## src/rtl/ps2_mouse_tracker.sv

```systemverilog
// PS/2 mouse packet assembler and cursor tracker.
// Frames 3-byte mouse packets from the receiver byte stream, sign-extends
// the deltas, and accumulates a cursor clamped to the VGA grid.
//
// state   | meaning
// --------+-------------------------------------------------------------
// WAIT_B0 | idle, waiting for a status byte (bit 3 set)
// WAIT_B1 | status latched, waiting for the X delta byte
// WAIT_B2 | X delta latched, waiting for the Y delta byte
// UPDATE  | full packet held; commit this cycle (also accepts a new status)
module ps2_mouse_tracker #(
    parameter int X_MAX          = 159,
    parameter int Y_MAX          = 119,
    parameter int X_INIT         = 80,
    parameter int Y_INIT         = 60,
    parameter int TIMEOUT_CYCLES = 100000
) (
    input  logic       clk,
    input  logic       reset,
    input  logic [7:0] byte_in,
    input  logic       byte_valid,
    input  logic       byte_err,
    output logic [7:0] mouse_x,
    output logic [6:0] mouse_y,
    output logic       left_button,
    output logic       right_button,
    output logic       middle_button,
    output logic       packet_valid,
    output logic       sync_err
);

    // Sized so TIMEOUT_CYCLES itself fits; the counter may step once past the
    // terminal value on the cycle the FSM leaves for WAIT_B0.
    localparam int CW = $clog2(TIMEOUT_CYCLES + 1);

    typedef enum logic [1:0] {WAIT_B0, WAIT_B1, WAIT_B2, UPDATE} state_t;

    state_t        state, state_nx;
    logic [2:0]    btn_q;
    logic          x_sign_q, y_sign_q, x_ovf_q, y_ovf_q;
    logic [7:0]    dx_lo_q, dy_lo_q;
    logic [CW-1:0] tmo_cnt;

    logic latch_status, latch_dx, latch_dy;
    logic sync_err_nx, commit, in_packet, tmo_hit;

    logic signed [10:0] dx, dy, x_sum, y_sum;
    logic [7:0]         x_new;
    logic [6:0]         y_new;

    // FSM state register
    always_ff @(posedge clk) begin
        if (reset) state <= WAIT_B0;
        else       state <= state_nx;
    end

    // Next-state decode; byte_err overrides everything, a byte beats a timeout
    always_comb begin
        state_nx     = state;
        latch_status = 1'b0;
        latch_dx     = 1'b0;
        latch_dy     = 1'b0;
        sync_err_nx  = 1'b0;
        commit       = (state == UPDATE);
        in_packet    = (state == WAIT_B1) || (state == WAIT_B2);
        tmo_hit      = in_packet && (tmo_cnt == CW'(TIMEOUT_CYCLES - 1));
        if (byte_err) begin
            state_nx    = WAIT_B0;
            sync_err_nx = in_packet;
        end else begin
            case (state)
                WAIT_B0, UPDATE: begin
                    state_nx = WAIT_B0;
                    if (byte_valid) begin
                        if (byte_in[3]) begin
                            latch_status = 1'b1;
                            state_nx     = WAIT_B1;
                        end else begin
                            sync_err_nx = 1'b1;
                        end
                    end
                end
                WAIT_B1: begin
                    if (byte_valid) begin
                        latch_dx = 1'b1;
                        state_nx = WAIT_B2;
                    end else if (tmo_hit) begin
                        state_nx    = WAIT_B0;
                        sync_err_nx = 1'b1;
                    end
                end
                WAIT_B2: begin
                    if (byte_valid) begin
                        latch_dy = 1'b1;
                        state_nx = UPDATE;
                    end else if (tmo_hit) begin
                        state_nx    = WAIT_B0;
                        sync_err_nx = 1'b1;
                    end
                end
                default: state_nx = WAIT_B0;
            endcase
        end
    end

    // Inter-byte timeout counter: runs only mid-packet, clears on each accepted byte
    always_ff @(posedge clk) begin
        if (reset)
            tmo_cnt <= '0;
        else if (latch_status || latch_dx || latch_dy || !in_packet)
            tmo_cnt <= '0;
        else
            tmo_cnt <= tmo_cnt + 1'b1;
    end

    // Packet field capture
    always_ff @(posedge clk) begin
        if (reset) begin
            btn_q    <= '0;
            x_sign_q <= 1'b0;
            y_sign_q <= 1'b0;
            x_ovf_q  <= 1'b0;
            y_ovf_q  <= 1'b0;
            dx_lo_q  <= '0;
            dy_lo_q  <= '0;
        end else begin
            if (latch_status) begin
                btn_q    <= byte_in[2:0];
                x_sign_q <= byte_in[4];
                y_sign_q <= byte_in[5];
                x_ovf_q  <= byte_in[6];
                y_ovf_q  <= byte_in[7];
            end
            if (latch_dx) dx_lo_q <= byte_in;
            if (latch_dy) dy_lo_q <= byte_in;
        end
    end

    // Delta sign extension and clamped cursor arithmetic; PS/2 +Y points up
    always_comb begin
        dx    = x_ovf_q ? 11'sd0 : $signed({{3{x_sign_q}}, dx_lo_q});
        dy    = y_ovf_q ? 11'sd0 : $signed({{3{y_sign_q}}, dy_lo_q});
        x_sum = $signed({3'b000, mouse_x}) + dx;
        y_sum = $signed({4'b0000, mouse_y}) - dy;
        if (x_sum < 0)          x_new = 8'd0;
        else if (x_sum > X_MAX) x_new = 8'(X_MAX);
        else                    x_new = x_sum[7:0];
        if (y_sum < 0)          y_new = 7'd0;
        else if (y_sum > Y_MAX) y_new = 7'(Y_MAX);
        else                    y_new = y_sum[6:0];
    end

    // Registered outputs: cursor and buttons move only on commit
    always_ff @(posedge clk) begin
        if (reset) begin
            mouse_x       <= 8'(X_INIT);
            mouse_y       <= 7'(Y_INIT);
            left_button   <= 1'b0;
            right_button  <= 1'b0;
            middle_button <= 1'b0;
            packet_valid  <= 1'b0;
            sync_err      <= 1'b0;
        end else begin
            packet_valid <= commit;
            sync_err     <= sync_err_nx;
            if (commit) begin
                mouse_x       <= x_new;
                mouse_y       <= y_new;
                left_button   <= btn_q[0];
                right_button  <= btn_q[1];
                middle_button <= btn_q[2];
            end
        end
    end

endmodule

```

## config.mk

```make
export PLATFORM = sky130hd
export DESIGN_NAME = ps2_mouse_tracker
export DESIGN_NICKNAME = d
export VERILOG_FILES = /design/src/rtl/ps2_mouse_tracker.sv
export SDC_FILE = /design/constraint.sdc
export NUM_CORES = 1
export LEC_CHECK = 0
export CORE_MARGIN = 2
export CORE_UTILIZATION = 49
export DETAILED_ROUTE_END_ITERATION = 8
export GPL_TIMING_DRIVEN = 0
export PLACE_DENSITY = 0.79
export SETUP_SLACK_MARGIN = 0.4
export SKIP_CTS_REPAIR_TIMING = 1
export SYNTH_ARGS = -nofsm -noshare
export SYNTH_HDL_FRONTEND = slang
export SYNTH_SLANG_ARGS = --single-unit
export TNS_END_PERCENT = 30
```

## constraint.sdc

```tcl
create_clock -name clk -period 3.2 [get_ports clk]
set_input_delay 0.32 -clock clk [delete_from_list [all_inputs] [get_ports clk]]
set_output_delay 0.32 -clock clk [all_outputs]
set_load 0.02 [all_outputs]
```

-- Word-level counts from Yosys, hierarchy flattened
Index checks and enable logic that the tools add are counted.
- order comparisons: 4
- add/subtract/negate cells: 3
- reductions and logical operators: 11
- multiplexer cells: 27
- equality and inequality tests: 4
- operator list (kind ; number):
    11-bit by 1-bit less-than comparator with 1-bit output (second input constant) ; 2
    11-bit two-way mux ; 2
    17-bit by 1-bit adder with 17-bit output (second input constant) ; 1
    17-bit equality test (second input constant) ; 1
    1-bit two-way mux ; 16
    8-bit two-way mux ; 2
    7-bit two-way mux ; 2
    9-bit by 11-bit adder with 11-bit output ; 1
    11-bit by 8-bit greater-than comparator with 1-bit output (second input constant) ; 1
    11-bit by 9-bit greater-than comparator with 1-bit output (second input constant) ; 1
    8-bit by 11-bit subtractor with 11-bit output ; 1
    2-bit OR reduction ; 4
    2-bit two-way mux ; 3
    2-bit one-hot mux with 3 select lines ; 1
    2-bit equality test (second input constant) ; 2
    1-bit logical OR ; 4
    2-bit by 1-bit equality test with 1-bit output (second input constant) ; 1
    2-bit zero test ; 1
    1-bit one-hot mux with 2 select lines ; 1
    1-bit logical AND ; 1
    1-bit zero test ; 1
- flip-flop bits (word level): 62
- input port bits: 12
- logic and storage cells: 65
- output and inout port bits: 20

-- Longest topological paths before layout
- word-level depth: 8
- depth in mapped cells: 12
- depth with buffers taken out: 11

-- Least setup slack after synthesis
No wires, ideal clock.
- path type: register to register
- start: register mouse_x[0]
- end: register mouse_x[5]
- setup time: 0.059 ns
- slack: 0.836 ns
- arrival: 2.305 ns
- path buffers: 1
- clock period less this slack: 2.364 ns
- stages on the path, launching flop included: 12
- required time: 3.141 ns
- cells stage by stage: dfxtp_1 > ha_1 > inv_1 > fa_1 > and2b_1 > o2111ai_1 > a31oi_1 > o21ai_2 > or2_1 > buf_6 > nor2_1 > a22o_1
- longest elaborated chain between the ends: 4
- elaborated cells on any way between the ends: 5
- classes of those cells: add/sub: 1; order compare: 2; mux: 2
- ends and longest elaborated chain (element ; line ; RTL):
    from (decl) ; 23 ; output logic [7:0] mouse_x,
    from (signal assigned) ; 156 ; mouse_x <= 8'(X_INIT);
    from (signal assigned) ; 167 ; mouse_x <= x_new;
    9-bit by 11-bit adder with 11-bit output * ; 143 ; x_sum = $signed({3'b000, mouse_x}) + dx;
    11-bit by 9-bit greater-than comparator with 1-bit output ; 146 ; else if (x_sum > X_MAX) x_new = 8'(X_MAX);
    8-bit two-way mux ; 146 ;
    8-bit two-way mux * ; 145 ; if (x_sum < 0) x_new = 8'd0;
Every way passes the cells marked *; elsewhere a longest branch is shown, timed or not.
A chain may end at the register's enable or synchronous reset.

-- Worst setup path after layout
- start: register x_ovf_q
- end: register mouse_x[6]
- longest elaborated chain between the ends: 5
- elaborated cells on any way between the ends: 6
- classes of those cells: add/sub: 1; order compare: 2; mux: 3
- ends and longest elaborated chain (element ; line ; RTL):
    from (decl) ; 40 ; logic x_sign_q, y_sign_q, x_ovf_q, y_ovf_q;
    from (signal assigned) ; 131 ; x_ovf_q <= byte_in[6];
    11-bit two-way mux * ; 141 ; dx = x_ovf_q ? 11'sd0 : $signed({{3{x_sign_q}}, dx_lo_q});
    9-bit by 11-bit adder with 11-bit output * ; 143 ;
    11-bit by 9-bit greater-than comparator with 1-bit output ; 146 ;
    8-bit two-way mux ; 146 ;
    8-bit two-way mux * ; 145 ;
Marks and branches as above.

==> tab_implementation.tex <==
\begin{tabular}{lr}
\hline
Metric & Value \\
\hline
\multicolumn{2}{l}{\textbf{GRT}} \\
\quad Grt ovf & 0 \\
\quad Largest net degree at the start of global routing & 11 \\
\quad Initial antenna violation count & 0 \\
\quad Number of global-route vias before repair & 2630 \\
\quad Global-route wire length before repair & 11900 um \\
\quad Overall fraction of global-route tracks in use & 0.209 \\
\multicolumn{2}{l}{\textbf{Die}} \\
\quad Starting density of the core & 0.504 \\
\quad Core area & 6350 um\^{}2 \\
\quad Std cell rows & 29 \\
\quad Chip Width & 84.8 um \\
\quad Die Y-Extent & 84.8 um \\
\quad Boundary Pins & 32 \\
\quad Die footprint & 7200 um\^{}2 \\
\multicolumn{2}{l}{\textbf{Flow run}} \\
\quad Number of max-capacitance violations reported & 0 \\
\multicolumn{2}{l}{\textbf{Layout}} \\
\quad Number of inserted filler cells in the final layout & 530 \\
\quad Count of inserted antenna diode cells & 0 \\
\quad Layout Utilization & 0.614 \\
\quad Multi-input logic area & 1870 um\^{}2 \\
\quad Post-route cell area & 3900 um\^{}2 \\
\quad Layout cell share with drive strength beyond 1 & 0.0693 \\
\quad \# nets final & 461 \\
\quad Area used by sequential logic in the layout & 1240 um\^{}2 \\
\quad Layout overhead on the synthesized area & 21.7\% \\
\multicolumn{2}{l}{\textbf{Synth}} \\
\quad Most instantiated library cell after synthesis & dfxtp\_1 \\
\quad Synth top area share & 0.388 \\
\quad Post-synth cell types & 50 \\
\quad Synth Register Bits & 62 \\
\quad Top cells by area in the synthesized netlist & dfxtp\_1 39\%, ha\_1 7.4\%, nand2\_1 5.7\% \\
\quad Top cells by instance count after synthesis & 62 x dfxtp\_1, 49 x nand2\_1, 40 x nor2\_1 \\
\quad Syn Std Cell Area & 3200 um\^{}2 \\
\quad Most instantiated flip-flop cell in the synthesis netlist & dfxtp\_1 \\
\quad Total of warnings raised by yosys & 0 \\
\quad Gate count after technology mapping & 384 \\
\quad Register area share after synthesis & 0.388 \\
\quad Share of async-settable or async-resettable flops after synthesis & 0 \\
\quad Cell accounting for the most synthesized area & dfxtp\_1 \\
\quad Syn Nets & 417 \\
\quad Number of enable flip-flop cells after synthesis & 0 \\
\quad Average instance area after synthesis & 8.34 um\^{}2 \\
\multicolumn{2}{l}{\textbf{Critical path}} \\
\quad Gate family responsible for the most delay along the worst path & compound AO/OA/AOI/OAI gates \\
\quad Crit. End Element & register \\
\quad Delay of the slowest critical-path stage & 0.40 ns \\
\quad Sort of element at the start of the critical path & register \\
\quad Buffer and inverter count on the worst path & 1 \\
\quad Critical path cell sequence & nor2b\_2, ha\_1, inv\_1, fa\_1, and2b\_1, o2111ai\_2, nand3\_1, o21ai\_0, o21bai\_1, o22ai\_2, a221o\_1 \\
\quad Worst Path Required & 3.44 ns \\
\quad Crit Reg-Reg Startpoint & x\_ovf\_q\$\_SDFFE\_PP0P\_ \\
\quad Cell depth of the worst flop-to-flop path & 11 \\
\quad Highest-delay cell along the critical path & fa\_1 \\
\quad Setup slack, reg-to-reg & 0.46 ns \\
\quad Critical Path Fanout Max & 10 \\
\quad CP Class & reg -> reg \\
\quad Crit path arrival time & 2.98 ns \\
\quad Endpoint of the worst register-to-register path & mouse\_x[6]\$\_SDFFE\_PP1P\_ \\
\multicolumn{2}{l}{\textbf{Clock network}} \\
\quad CTS sink count & 62 \\
\quad CTS tree & built \\
\quad Worst skew pair latency & 0.35 ns \\
\quad CTS clock-pin slew for the worst setup and hold paths & 0.07 ns \\
\quad Master cell of the clock root buffer & clkbuf\_8 \\
\quad CTS Buffer Depth & 2 \\
\quad Total number of H-tree levels & 3 \\
\quad Num CTS Buffers & 9 \\
\multicolumn{2}{l}{\textbf{Route}} \\
\quad Average detailed-routed wire length per instance & 14.2 um \\
\quad Residual antenna-violating net count after detailed routing & 0 \\
\quad First-pass DRT Iterations & 4 \\
\quad Aggregate routed wire length & 7220 um \\
\quad Number of DRC markers after the initial detailed-route iteration & 169 \\
\quad Number of remaining DRC errors & 0 \\
\quad Via count & 2805 \\
\quad Via count normalized by instance count & 5.50 \\
\multicolumn{2}{l}{\textbf{Worst hold path}} \\
\quad Worst min-delay path startpoint & dy\_lo\_q[1]\$\_SDFFE\_PP0P\_ \\
\quad End point of the most critical hold path & dy\_lo\_q[1]\$\_SDFFE\_PP0P\_ \\
\quad Worst Hold Depth & 2 \\
\quad Class of the tightest hold or removal check & reg -> reg \\
\multicolumn{2}{l}{\textbf{Timing}} \\
\quad Fin crit share & 0.857 \\
\quad Maximum achievable frequency & 0.365 GHz \\
\quad Setup TNS & 0 ns \\
\quad Final number of setup-violating endpoints & 0 \\
\quad RSZ-0062 raised after global routing & true \\
\quad Count of pins over their slew limit & 0 \\
\quad Relative slew slack & 0.625 \\
\quad Slew of the pin with the lowest slew margin & 0.562 ns \\
\quad Shortest clock period the worst path allows after layout & 2.74 ns \\
\quad Post-route worst hold slack & 0.457 ns \\
\quad Final-report hold violation count & 0 \\
\quad Worst-case clock skew & 0.00694 ns \\
\multicolumn{2}{l}{\textbf{Run status}} \\
\quad Outcome & finished, final reports clean \\
\multicolumn{2}{l}{\textbf{Placed design}} \\
\quad Port Buffer Count & 31 \\
\quad DPL Wire Length & 5200 um \\
\quad Global placer's final weighted congestion & 0.879 \\
\quad Dpl cell area & 3610 um\^{}2 \\
\multicolumn{2}{l}{\textbf{Power and ir drop}} \\
\quad Sw frac & 0.204 \\
\quad Power per cell area & 440 nW/um\^{}2 \\
\quad Portion of total power attributed to the clock network & 0.507 \\
\quad Combinational fraction of design power & 0.038 \\
\quad Maximum vdd ir drop & 0.278 mV \\
\quad Power dissipated by switching net loads & 350 uW \\
\quad P\_int & 1360 uW \\
\quad Sequential share of power & 0.455 \\
\quad Leakage power & 0.00143 uW \\
\quad Total power after layout & 1710 uW \\
\hline
\end{tabular}
power groups by stage:
| stage | Clock [uW] | Sequential (uW) | Combinational (uW) |
|---|---|---|---|
| 3_5_place_dp | 0 | 797 | 63.7 |
| 2_1_floorplan | 0 | 797 | 31.5 |
| 3_3_place_gp | 0 | 797 | 63.0 |
| 5_1_grt | 906 | 780 | 70.5 |
| 6_report | 869 | 780 | 65.1 |
| 4_1_cts | 880 | 780 | 64.4 |
cells in the final DEF, fill, tap and decap left out, types with 8 or more instances in the layout:
master           synthesis  layout
clkdlybuf4s50_1          0      31
nand3_1                 32      32
a21oi_1                 34      33
nand2_1                 49      49
nor2b_1                 10       9
nor2_1                  40      40
xnor2_1                  8       8
xor2_1                  17      17
inv_1                   15      15
clkbuf_8                 0      11
dfxtp_1                 62      62
clkbuf_1                 7       9
ha_1                    19      19
o21ai_0                 17      17
mux2i_1                 12      12
worst min-delay path: stages (launching register included):
cell     delay [ns]
dfxtp_1        0.31
nand2_1        0.05
a21oi_1        0.05
per-stage QoR:
step / setup slack, ns / instances
after floorplan: 0.836 / 384
after global placement: 0.610 / 492
after detailed placement: 0.517 / 492
after CTS: 0.491 / 508
after global routing: 0.336 / 510
final: 0.459 / 510
area by class of cell:
class,instances,share of cell area
Buffer,12,0.0145
Clock buffer,13,0.0408
Clock inverter,3,0.0231
Inverter,16,0.0154
Multi-Input combinational cell,294,0.479
Sequential cell,62,0.319
Tap cell,77,0.0247
Timing Repair Buffer,33,0.0835
cell families after synthesis:
logic type,Yosys count,synth area share
buffers and inverters,28,0.0363
adders and majority gates,21,0.0868
AOI/OAI and AO/OA,84,0.166
DFF,62,0.388
and+or+nand+nor,152,0.217
xor gates and xnor gates,25,0.0684
muxes,12,0.0375
layer usage:
layer / wire length (um) / vias up / global-route usage / part of all wire
met2: 3300 / 72 / 0.335 / 0.46
li1: - / 1422 / - / -
met1: 3370 / 1293 / 0.271 / 0.47
met5: 0 / - / 0 / 0
met4: 176 / 0 / 0.110 / 0.024
met3: 368 / 18 / 0.0331 / 0.051
registers in the layout, summed over array words and instances, names as in the netlist, 2 cells and up:
register  flops
btn_q         3
dx_lo_q       8
dy_lo_q       8
mouse_x       8
mouse_y       7
state         2
tmo_cnt      17
how the worst max path moves through the flow:
stage	start	endpoint	slack (ns)	cells past startpoint
CTS	x_ovf_q$_SDFFE_PP0P_	mouse_x[5]$_SDFFE_PP0P_	0.49	12
finish	x_ovf_q$_SDFFE_PP0P_	mouse_x[6]$_SDFFE_PP1P_	0.46	11
global route	x_ovf_q$_SDFFE_PP0P_	mouse_x[6]$_SDFFE_PP1P_	0.34	11
floorplan	mouse_x[0]$_SDFFE_PP0P_	mouse_x[5]$_SDFFE_PP0P_	0.84	11
global placement	x_ovf_q$_SDFFE_PP0P_	mouse_x[5]$_SDFFE_PP0P_	0.61	12
detailed placement	x_ovf_q$_SDFFE_PP0P_	mouse_x[1]$_SDFFE_PP0P_	0.52	12
Power figures use the tool's default switching activity.
